File: config.mk
export PLATFORM = sky130hd
export DESIGN_NAME = code_sequencer
export DESIGN_NICKNAME = d
export VERILOG_FILES = /design/src/rtl/safe_pkg.sv /design/src/rtl/safe_timer.sv /design/src/rtl/code_sequencer.sv
export SDC_FILE = /design/constraint.sdc
export NUM_CORES = 1
export LEC_CHECK = 0
export BUFFER_PORTS_ARGS = -buffer_cell sky130_fd_sc_hd__clkbuf_2
export CORE_ASPECT_RATIO = 1.4
export CORE_MARGIN = 1
export CORE_UTILIZATION = 40
export DETAILED_ROUTE_END_ITERATION = 16
export MAX_ROUTING_LAYER = met4
export SYNTH_ARGS = -nofsm -noshare
export SYNTH_HDL_FRONTEND = slang
export SYNTH_HIERARCHICAL = 1
export SYNTH_SLANG_ARGS = --single-unit
File: constraint.sdc
create_clock -name clk -period 4.1 [get_ports clk]
set_clock_uncertainty 0.1 [all_clocks]
set_input_delay 0.82 -clock clk [delete_from_list [all_inputs] [get_ports clk]]
set_output_delay 0.82 -clock clk [all_outputs]
set_load 0.05 [all_outputs]
File: src/rtl/safe_pkg.sv
// Shared definitions for the safe combination logic.
// Holds the sequencer state encoding and the step index constants used for sel.
package safe_pkg;

    typedef enum logic [2:0] {
        STEP0   = 3'd0,
        STEP1   = 3'd1,
        STEP2   = 3'd2,
        OPEN    = 3'd3,
        LOCKOUT = 3'd4
    } state_t;

    localparam logic [1:0] SEL_STEP0 = 2'd0;
    localparam logic [1:0] SEL_STEP1 = 2'd1;
    localparam logic [1:0] SEL_STEP2 = 2'd2;

    function automatic logic [1:0] sel_of(input state_t s);
        case (s)
            STEP1:   return SEL_STEP1;
            STEP2:   return SEL_STEP2;
            default: return SEL_STEP0;
        endcase
    endfunction

endpackage

File: src/rtl/safe_timer.sv
// Loadable 32-bit down-counter shared by the OPEN and LOCKOUT windows.
// Ports: clk, rst (sync, high), load/load_val in; value, zero out.
module safe_timer (
    input  logic        clk,
    input  logic        rst,
    input  logic        load,
    input  logic [31:0] load_val,
    output logic [31:0] value,
    output logic        zero
);

    logic [31:0] r_value;

    always_ff @(posedge clk) begin
        if (rst) begin
            r_value <= 32'd0;
        end else if (load) begin
            r_value <= load_val;
        end else if (r_value != 32'd0) begin
            r_value <= r_value - 32'd1;
        end
    end

    assign value = r_value;
    assign zero  = (r_value == 32'd0);

endmodule

File: src/rtl/code_sequencer.sv
// Three-step combination sequencer with fail counting and timed lockout.
// Ports: clk, rst, enter, lock, eq in; sel, unlocked, locked_out, step_ok, err, fails out.
module code_sequencer
    import safe_pkg::*;
#(
    parameter int OPEN_CYCLES    = 50_000_000,
    parameter int LOCKOUT_CYCLES = 250_000_000,
    parameter int MAX_FAILS      = 3
) (
    input  logic       clk,
    input  logic       rst,
    input  logic       enter,
    input  logic       lock,
    input  logic       eq,
    output logic [1:0] sel,
    output logic       unlocked,
    output logic       locked_out,
    output logic       step_ok,
    output logic       err,
    output logic [1:0] fails
);

    localparam int              FW      = $clog2(MAX_FAILS + 1);
    localparam logic [FW-1:0]   MAX_F   = FW'(MAX_FAILS);
    localparam logic [31:0]     OPEN_LD = 32'(OPEN_CYCLES - 1);
    localparam logic [31:0]     LOCK_LD = 32'(LOCKOUT_CYCLES - 1);

    state_t        r_state;
    state_t        w_next;
    logic          r_enter_q;
    logic          r_rst_q;
    logic [FW-1:0] r_fail;
    logic [FW-1:0] w_fail_next;
    logic [FW-1:0] w_inc;
    logic [1:0]    r_sel;
    logic [1:0]    r_fails;
    logic [1:0]    w_fails_sat;
    logic          r_unlocked;
    logic          r_locked_out;
    logic          r_step_ok;
    logic          r_err;
    logic          w_event;
    logic          w_ok;
    logic          w_err;
    logic          w_bad;
    logic          w_load;
    logic [31:0]   w_load_val;
    logic [31:0]   w_tval;
    logic          w_tzero;
    logic          w_expired;

    safe_timer u_timer (
        .clk      (clk),
        .rst      (rst),
        .load     (w_load),
        .load_val (w_load_val),
        .value    (w_tval),
        .zero     (w_tzero)
    );

    assign w_expired = w_tzero & (w_tval == 32'd0);

    // The first cycle after reset is masked so a held enter is not an event.
    assign w_event = enter & ~r_enter_q & ~r_rst_q;

    // Only computed in STEP states, where r_fail < MAX_FAILS, so no wrap.
    assign w_inc = r_fail + 1'b1;

    assign w_fails_sat = (32'(w_fail_next) > 32'd3) ? 2'd3 : 2'(w_fail_next);

    always_comb begin
        w_next      = r_state;
        w_fail_next = r_fail;
        w_ok        = 1'b0;
        w_err       = 1'b0;
        w_bad       = 1'b0;
        w_load      = 1'b0;
        w_load_val  = 32'd0;
        unique case (r_state)
            STEP0: begin
                if (w_event && !lock) begin
                    if (eq) begin
                        w_next = STEP1;
                        w_ok   = 1'b1;
                    end else begin
                        w_bad = 1'b1;
                    end
                end
            end
            STEP1: begin
                if (lock) begin
                    w_next = STEP0;
                end else if (w_event) begin
                    if (eq) begin
                        w_next = STEP2;
                        w_ok   = 1'b1;
                    end else begin
                        w_bad = 1'b1;
                    end
                end
            end
            STEP2: begin
                if (lock) begin
                    w_next = STEP0;
                end else if (w_event) begin
                    if (eq) begin
                        w_next      = OPEN;
                        w_fail_next = '0;
                        w_load      = 1'b1;
                        w_load_val  = OPEN_LD;
                    end else begin
                        w_bad = 1'b1;
                    end
                end
            end
            OPEN: begin
                if (lock || w_expired) begin
                    w_next = STEP0;
                end
            end
            LOCKOUT: begin
                if (w_expired) begin
                    w_next      = STEP0;
                    w_fail_next = '0;
                end
            end
            default: begin
                w_next = STEP0;
            end
        endcase
        if (w_bad) begin
            w_err       = 1'b1;
            w_fail_next = w_inc;
            if (w_inc == MAX_F) begin
                w_next     = LOCKOUT;
                w_load     = 1'b1;
                w_load_val = LOCK_LD;
            end else begin
                w_next = STEP0;
            end
        end
    end

    always_ff @(posedge clk) begin
        if (rst) begin
            r_state      <= STEP0;
            r_enter_q    <= 1'b0;
            r_rst_q      <= 1'b1;
            r_fail       <= '0;
            r_sel        <= SEL_STEP0;
            r_unlocked   <= 1'b0;
            r_locked_out <= 1'b0;
            r_step_ok    <= 1'b0;
            r_err        <= 1'b0;
            r_fails      <= 2'd0;
        end else begin
            r_state      <= w_next;
            r_enter_q    <= enter;
            r_rst_q      <= 1'b0;
            r_fail       <= w_fail_next;
            r_sel        <= sel_of(w_next);
            r_unlocked   <= (w_next == OPEN);
            r_locked_out <= (w_next == LOCKOUT);
            r_step_ok    <= w_ok;
            r_err        <= w_err;
            r_fails      <= w_fails_sat;
        end
    end

    assign sel        = r_sel;
    assign unlocked   = r_unlocked;
    assign locked_out = r_locked_out;
    assign step_ok    = r_step_ok;
    assign err        = r_err;
    assign fails      = r_fails;

endmodule

==> out/summary.txt <==
status -> finished, final reports clean
mapped cell area -> 2500 sq um
final non-filler cell total -> 381
Vias -> 2160
FFs w/ async S/R, synth -> 0
post-DR vias/cell -> 5.67
worst min path class -> flop to flop
Place WS -> 546 ps
drt initial violations -> 133
Most common cell on crit path -> or4_1
most common cell in the netlist -> dfxtp_1
first-pass GRT wire length -> 9740 microns
worst-case vdd ir drop -> 369 uV
largest net degree at the start of global routing -> 35
Main synth FF type -> dfxtp_1
Worst-Skew Late Latency -> 300 ps
Post-CTS Setup Repair Bufs -> 0
die area -> 6580 sq um
CP Max Fanout -> 11
crit path capture type -> flop
count of final hold-check violations -> 0
overall routing resource usage -> 0.206
nature of the critical path startpoint -> flop
r2r endpoint -> fails[0]$_SDFFE_PP0P_
TritonCTS clock tree -> yes
R2R Setup Slk -> 510 ps
critical path arrival -> 3690 ps
fin worst setup slack -> 507 ps
worst slew pin tran -> 687 ps
CP startpoint -> u_timer/value[17]$_SDFFE_PP0P_
Antenna Nets Post-Route -> 0
Cell variety after synth -> 52
Yosys top cell area share -> 0.360
Resized Gates After CTS -> 0
Yosys warnings -> 6
Starting Density -> 0.421
Hold Crit Endpoint -> fails[1]$_SDFFE_PP0P_
root buf cell -> clkbuf_8
site row count -> 33
area leader, netlist -> dfxtp_1
hold path cells -> 1
drt first pass iters -> 4
Synth Area per Inst -> 8.72 sq um
core area -> 5950 sq um
CP Cell Sequence -> or4_4, or4_1, or4_1, clkinv_8, nor4b_2, nand4_1, nor3_4, a21oi_2, mux2_4
register area share after synthesis -> 0.360
Post-DP Area -> 2670 sq um
final core utilization -> 0.472
reg-to-reg startpoint -> u_timer/value[17]$_SDFFE_PP0P_
GP Congestion -> 0.864
CTS sink cnt -> 45
hold_sp -> fails[1]$_SDFFE_PP0P_
Max-Cap Viols -> 0
detailed-placement wirelength estimate -> 4010 microns
total power -> 2.45 mW
max-slew violations -> 0
CP max stage delay -> 650 ps
Max-slew headroom -> 0.542
PortBufs -> 12
Die X -> 68.8 microns
drt drc -> 0
RSZ-0062 raised after global routing -> no
placed insts -> 373
CP max stage cell -> or4_1
Congestion Overflow GR -> 0
flops & latches, synth -> 45
worst r2r path cells -> 9
Final nets -> 317
Post-Route WL -> 5850 microns
Leak -> 1.21 nW
die height -> 95.6 microns
Post-synth EDFFs -> 0
share of post-route cells with drive strength above 1 -> 0.174
min Tclk post-route -> 3590 ps
Synth top cells by count -> 45 x dfxtp_1, 26 x nand2_1, 19 x nor4_1
area delta synth->final -> 12.1%
cts hold-fix bufs -> 0
Routed WL per cell -> 15.3 microns
n_diodes -> 0
Clock Tree Buf Depth -> 2
H-tree depth -> 2
PD cells -> 874 nW/um^2
final setup fails -> 0
number of global-route vias before repair -> 2067
WS Path Type -> flop to flop
Post-Route Setup TNS -> 0 ps
Tcrit/Tclk final -> 0.876
Synth area leaders -> dfxtp_1 36%, nor4_1 4.8%, xnor2_1 4.6%
IO Count -> 13
final hold slack -> 394 ps
Cells after Synth -> 287
Post-Layout Inst Area -> 2800 sq um
clk slew on worst S/H paths -> 90 ps
initial antenna violation count -> 0
cts bufs inserted -> 5
worst path required time -> 4190 ps
Max Freq -> 278 MHz
[power breakdown]
group | switching (mW) | leakage (nW) | internal, mW
Clock | 0.158 | 0.0681 | 0.242
Sequential | 0.177 | 0.367 | 0.572
Combinational | 0.730 | 0.773 | 0.571
[layout by cell type, fill, tap and decap left out, types with 10 or more instances in the layout]
master    count
dfxtp_1      45
nand2_1      26
nor4_1       19
nor2_1       15
xnor2_1      13
clkbuf_2     12
a21oi_1      11
inv_1        10
nand3_1      10
nor3_1       10
o21ai_2      10
o211a_1      10
conb_1       10
[per-layer routing]
| metal | global-route usage | vias up | wire length [microns] |
|---|---|---|---|
| met4 | 0.0799 | 0 | 121 |
| met2 | 0.340 | 39 | 2920 |
| met3 | 0.0395 | 9 | 169 |
| li1 | - | 1096 | - |
| met1 | 0.242 | 1016 | 2640 |
| met5 | - | - | 0 |
[kinds of logic after synthesis]
kind of cell	count (synthesis)	share of synthesized area
AO/OA/AOI/OAI	65	0.205
XOR/XNOR	21	0.0735
adder cells (fa/ha/maj)	2	0.0100
buffers and inverters	24	0.0510
flip-flops	45	0.360
multiplexers	1	0.00600
other	1	0.00150
AND/OR/NAND/NOR	128	0.293
[sequential cells by signal, indices dropped and copies added, names as in the netlist]
name and cells:
err 1, fails 2, locked_out 1, r_enter_q 1, r_rst_q 1, r_state 3, sel 2, step_ok 1
u_timer/value 32, unlocked 1
[cell type report]
cell class,count,area (sq um)
Tap cell,70,87.6
Clock inverter,3,65.1
Timing Repair Buffer,20,120
Clock buffer,5,68.8
Fill cell,599,3140
Sequential cell,45,901
Multi-Input combinational cell,227,1510
Inverter,11,53.8
[worst max-delay path, delay by kind of cell, from the launching register on]
kind	cells	cell delay, ps
buffers and inverters	1	130
flip-flops	1	390
multiplexers	1	260
AO/OA/AOI/OAI	1	110
AND/OR/NAND/NOR	6	2490
[worst max path at each step]
stage | cells past startpoint | slack, ps | endpoint
2_1_floorplan | 10 | 940 | u_timer/value[2]$_SDFFE_PP0P_
6_report | 9 | 510 | fails[0]$_SDFFE_PP0P_
5_1_grt | 9 | 350 | fails[0]$_SDFFE_PP0P_
4_1_cts | 9 | 510 | fails[0]$_SDFFE_PP0P_
3_3_place_gp | 9 | 620 | fails[0]$_SDFFE_PP0P_
3_5_place_dp | 9 | 550 | fails[0]$_SDFFE_PP0P_
Note: power is estimated with default switching activity, not from simulation.
